<file path="config.mk">
export PLATFORM = sky130hd
export DESIGN_NAME = dsm_cic_decimator
export DESIGN_NICKNAME = d
export VERILOG_FILES = /design/src/rtl/dsm_cic_decimator.sv
export SDC_FILE = /design/constraint.sdc
export NUM_CORES = 1
export LEC_CHECK = 0
export CAP_MARGIN = 5
export CORE_UTILIZATION = 25
export CTS_BUF_LIST = sky130_fd_sc_hd__clkbuf_4
export DETAILED_ROUTE_END_ITERATION = 8
export GPL_TIMING_DRIVEN = 0
export PLACE_DENSITY = 0.41
export SLEW_MARGIN = 20
export SYNTH_ARGS = -nofsm -noshare
export SYNTH_HDL_FRONTEND = slang
export SYNTH_SLANG_ARGS = --single-unit
</file>
<file path="constraint.sdc">
create_clock -name clk -period 4.5 [get_ports clk]
set_clock_uncertainty 0.2 [all_clocks]
set_input_delay 0.45 -clock clk [delete_from_list [all_inputs] [get_ports clk]]
set_output_delay 0.45 -clock clk [all_outputs]
set_load 0.03 [all_outputs]
</file>
<file path="src/rtl/dsm_cic_decimator.sv">
// Nth-order CIC decimator for a 1-bit delta-sigma stream; one sample per R enabled cycles.
// dout/dout_valid appear one clk after the tick; no backpressure, clk_en is the only throttle.
module dsm_cic_decimator #(
    parameter int WIDTH = 16,
    parameter int R     = 50,
    parameter int N     = 2
) (
    input  logic                    clk,
    input  logic                    rst,
    input  logic                    clk_en,
    input  logic                    dsm_in,
    output logic signed [WIDTH-1:0] dout,
    output logic                    dout_valid,
    output logic                    settled
);

    localparam int ACC_W = N * $clog2(R) + 2;
    localparam int CNT_W = $clog2(R);

    logic signed [ACC_W-1:0] r_int [N];
    logic signed [ACC_W-1:0] r_d   [N];
    logic signed [ACC_W-1:0] r_cn;
    logic [CNT_W-1:0]        r_cnt;
    logic [2:0]              r_settle_cnt;
    logic                    r_dout_valid;
    logic                    r_settled;

    logic signed [ACC_W-1:0] w_x;
    logic signed [ACC_W-1:0] w_stage_in [N];
    logic signed [ACC_W-1:0] w_cn;
    logic                    w_tick;

    assign w_x    = dsm_in ? ACC_W'(1) : {ACC_W{1'b1}};
    assign w_tick = clk_en && (r_cnt == CNT_W'(R - 1));

    // Comb chain is evaluated only at the decimated rate; wrap-around cancels in the differences.
    always_comb begin
        w_cn = r_int[N-1];
        for (int k = 0; k < N; k++) begin
            w_stage_in[k] = w_cn;
            w_cn          = w_cn - r_d[k];
        end
    end

    always_ff @(posedge clk or posedge rst) begin
        if (rst) begin
            for (int k = 0; k < N; k++) begin
                r_int[k] <= '0;
            end
        end else if (clk_en) begin
            r_int[0] <= r_int[0] + w_x;
            for (int k = 1; k < N; k++) begin
                r_int[k] <= r_int[k] + r_int[k-1];
            end
        end
    end

    always_ff @(posedge clk or posedge rst) begin
        if (rst) begin
            r_cnt <= '0;
        end else if (clk_en) begin
            r_cnt <= (r_cnt == CNT_W'(R - 1)) ? '0 : r_cnt + CNT_W'(1);
        end
    end

    always_ff @(posedge clk or posedge rst) begin
        if (rst) begin
            for (int k = 0; k < N; k++) begin
                r_d[k] <= '0;
            end
            r_cn         <= '0;
            r_dout_valid <= 1'b0;
            r_settle_cnt <= '0;
            r_settled    <= 1'b0;
        end else begin
            r_dout_valid <= w_tick;
            if (w_tick) begin
                for (int k = 0; k < N; k++) begin
                    r_d[k] <= w_stage_in[k];
                end
                r_cn <= w_cn;
                // First N outputs still carry the comb start-up transient.
                if (r_settle_cnt == 3'(N)) begin
                    r_settled <= 1'b1;
                end else begin
                    r_settle_cnt <= r_settle_cnt + 3'd1;
                end
            end
        end
    end

    generate
        if (WIDTH >= ACC_W) begin : g_wide
            assign dout = WIDTH'(r_cn) <<< (WIDTH - ACC_W);
        end else begin : g_narrow
            assign dout = r_cn[ACC_W-1 -: WIDTH];
        end
    endgenerate

    assign dout_valid = r_dout_valid;
    assign settled    = r_settled;

endmodule

</file>
# Word-level counts from Yosys, hierarchy flattened
# Cells that the tools add are included.
[op_classes] n_addsub=6 multipliers=0 div_mod_pow=0 magnitude_cmp=0 n_eq_ne=2 shift=0 n_mux=2 bitwise_logic=1 reduce_logical=3
[ops] op="$add 14x14->14" count=2
[ops] op="$sub 14x14->14" count=2
[ops] op="$mux 14" count=1
[ops] op="$add 6x1->6 const B" count=1
[ops] op="$eq 6x6->1 const B" count=1
[ops] op="$mux 6" count=1
[ops] op="$reduce_and 2->1" count=2
[ops] op="$add 3x1->3 const B" count=1
[ops] op="$eq 3x2->1 const B" count=1
[ops] op="$logic_and 1x1->1" count=1
[ops] op="$not 1->1" count=1
[totals] regBits=81 latch_bits=0 ram_bits=0 romBits=0 input_bits=4 output_inout_bits=18 wordCells=23 memories=0

# Depth between registers and ports, before layout
[logic_depth] ltp_word=3 mapped_depth=18 depth_no_buf=18

# Least setup slack after synthesis
# OpenSTA, ideal clock, no wires.
[synth_path] kind="register to register" startpoint="register r_int[0] (netlist name)" endpoint="register r_cn[13]" arrival_ns=3.157 path_slack_ns=1.011 stages_incl_launch_ff=17 n_path_buf=0 cell_sequence="dfrtp_1 inv_1 ha_1 fa_1 nor2b_1 o21ai_1 a21boi_1 o21ba_2 a21oi_1 xnor2_1 ha_1 a2111oi_0 a21oi_1 nor4b_1 a211oi_1 xnor2_1 o21ai_1"
[synth_rtl] element="start, declared" line_no="20" rtl="logic signed [ACC_W-1:0] r_int [N];"
[synth_rtl] element="start signal, assigned by index" line_no="53" rtl="r_int[k] <= r_int[k] + r_int[k-1];"
[synth_rtl] element="end signal, assigned" line_no="81" rtl="r_cn <= w_cn;"
[synth_rtl] element="end, declared" line_no="22" rtl="logic signed [ACC_W-1:0] r_cn;"

==> out/results.tsv <==
stage	metric	value	unit
status	outcome	completed	
setup_path	r2r_start	r_int[0]	
timing	min_period	4060	ps
global_route	grt_usage	0.114	
setup_path	cp-start-kind	flip-flop	
setup_path	crit_chain	inv_1 > ha_1 > fa_1 > nor2b_1 > o21ai_1 > a21boi_1 > o21ba_2 > a21oi_1 > xnor2_1 > ha_1 > a2111oi_0 > a21oi_1 > nor4b_1 > a211oi_1 > xnor2_1 > o21ai_1	
worst_hold_path	hold_class	input pin to async pin	
setup_path	worstPathArrival	4200	ps
finish	layout_common_cells	81 x dfrtp_1, 75 x nand2_1, 55 x ha_1, 45 x inv_1, 43 x o21ai_0	
cts	clk_pin_slew	150	ps
placed_design	gp_congestion	0.801	
yosys	muxShareOfSynthArea	0.0462	
flow_run	drv_cap	0	
setup_path	cp_max_fo	5	
cts	postCtsSetupBuffers	0	
timing	max_slew_margin	0.497	
yosys	synth-seq-cells	81	
floorplanning	ios	22	
timing	tns	0	ps
yosys	ys.flop_type	dfrtp_1	
routing	vias	4087	
setup_path	crit_slowest_cell	fa_1	
cts	clkSinkCount	81	
floorplanning	die_width	149	um
cts	clockBufferDepth	2	
yosys	synth_area	0.00541	mm2
yosys	synthSimpleGateAreaFrac	0.127	
setup_path	cp.required	4640	ps
cts	ctsRootBufferMaster	clkbuf_4	
yosys	syn_inst	589	
yosys	synth_top_family_by_area	compound AO/OA/AOI/OAI gates	
finish	nets	684	
yosys	yosys_warnings	0	
routing	wl_per_cell	12.8	um
finish	n_fill_cell	2234	
timing	final-setup-viol-count	0	
floorplanning	start_util	0.256	
floorplanning	die_h	149	um
setup_path	r2r-end	r_cn[13]	
setup_path	cp_top_family	compound AO/OA/AOI/OAI gates	
finish	syn_to_final_growth	14.2	%
cts	cts_tree	done	
placed_design	portBuffers	19	
setup_path	r2r_slack	440	ps
cts	cts_resized	0	
placed_design	dp_hpwl	8.83	mm
global_route	overflow	0	
routing	route.detailed.drc	0	
global_route	grt_max_degree	52	
global_route	grt_pass1_vias	4109	
yosys	synth_xor_area_frac	0.0744	
cts	htree_levels	3	
timing	fmax	0.246	GHz
global_route	grt_first_pass_wirelength	20.0	mm
yosys	synth-seq-area-share	0.374	
yosys	avgSynthCellArea	9.19	um2
yosys	synth_compound_area_frac	0.189	
timing	tightest_slew	755	ps
yosys	ys_types	56	
cts	clk_latency	470	ps
setup_path	cp_num_buf_inv	1	
floorplanning	rows	53	
placed_design	postPlaceCellArea	0.00598	mm2
floorplanning	coreArea	0.0212	mm2
setup_path	end_kind	flip-flop	
routing	wirelength	11.6	mm
finish	fin_area	0.00618	mm2
routing	ant_nets	0	
routing	drt_iter0_markers	102	
timing	hold_viol_final	0	
routing	avgViaCountPerCell	4.53	
timing	rsz0062_at_grt	no	
yosys	synthArstFlopShare	1.00	
finish	final_common_cell	dfrtp_1	
global_route	antenna_found_initial	1	
setup_path	path_class	flip-flop to flip-flop	
floorplanning	design.die.area	0.0222	mm2
finish	finish.utilization	0.292	
cts	hold_buffers	0	
yosys	synthAdderAreaFrac	0.142	
cts	cts_buffers	9	
setup_path	reg2reg_depth	16	
yosys	synth-edff-count	0	
timing	slew_violations	0	
setup_path	critical-path-max-stage-delay	410	ps
finish	drive_gt1_frac	0.0735	
routing	dr.pass1.iters	4	
timing	fin_crit_sh	0.903	
area by class of cell:
cell class / count / area, um2 / share of cell area
clock buffer: 9 / 67.6 / 0.0109
sequential: 81 / 2030 / 0.328
multi-input combinational: 445 / 3140 / 0.508
antenna: 1 / 2.50 / 0.000405
buffer: 17 / 71.3 / 0.0115
clock inverter: 7 / 133 / 0.0214
timing repair buffer: 20 / 218 / 0.0352
inverter: 47 / 179 / 0.0289
tap: 275 / 344 / 0.0556
registers in the layout, indices dropped and copies added (netlist names):
| name | count |
|---|---|
| dout_valid | 1 |
| r_cn | 14 |
| r_cnt | 6 |
| r_d | 28 |
| r_int | 28 |
| r_settle_cnt | 3 |
| settled | 1 |
synth_stat cells (3+ instances only):
cell type / n / share of area
nand2b_1: 10 / 0.012
nand3_1: 4 / 0.0037
mux2_2: 20 / 0.042
a31oi_1: 5 / 0.0058
o21ai_1: 16 / 0.015
clkbuf_1: 11 / 0.0076
nand2_1: 75 / 0.052
nor2b_1: 4 / 0.0046
nor3_1: 7 / 0.0065
a21o_1: 15 / 0.021
buf_1: 4 / 0.0028
o21bai_1: 6 / 0.0083
a211oi_1: 8 / 0.011
xor2_1: 18 / 0.029
dfrtp_1: 81 / 0.37
a21oi_1: 42 / 0.039
o31ai_1: 5 / 0.0069
ha_1: 55 / 0.13
fa_1: 4 / 0.015
nor3b_1: 3 / 0.0042
nand4_1: 3 / 0.0035
nor2_1: 26 / 0.018
o21a_1: 7 / 0.0097
inv_1: 46 / 0.032
xnor2_1: 28 / 0.045
o211ai_1: 3 / 0.0042
nor4b_1: 4 / 0.0065
o21ai_0: 43 / 0.040
how the worst max path moves through the flow:
stage               startpoint         to  slack (ps)  cells past startpoint
floorplan             r_int[0]   r_cn[13]        1010                     16
CTS                   r_int[0]   r_cn[13]         460                     16
global route          r_int[0]   r_cn[13]          50                     16
global placement           rst  r_int[14]         290                      2
finish                r_int[0]   r_cn[13]         440                     16
detailed placement    r_int[0]   r_cn[13]         530                     16
metal layers:
metal,part of all wire,up-vias,GRT usage
met5,0,-,0
met2,0.48,41,0.198
li1,-,2118,-
met3,0.020,12,0.0174
met4,0.018,0,0.0510
met1,0.48,1916,0.140
per-stage QoR:
step | worst slack (ps) | instances | hold WS [ps]
2_1_floorplan | 1010 | 590 | 250
3_3_place_gp | 290 | 884 | 249
6_report | 438 | 902 | 130
4_1_cts | 464 | 901 | 115
3_5_place_dp | 533 | 885 | 255
5_1_grt | 45.7 | 902 | 134
logic make-up (layout without fill, tap and decap cells):
family                     count (synthesis)  count (layout)
adders and majority gates                 59              59
other                                      1               3
AOI/OAI and AO/OA                        168             168
muxes                                     22              22
xor gates and xnor gates                  46              46
buffers and inverters                     64             100
and+or+nand+nor                          148             148
DFF                                       81              81
Power is left out: the tool's default activity adds up to more than one toggle a clock period on the data nets, which glitch-free logic cannot reach.
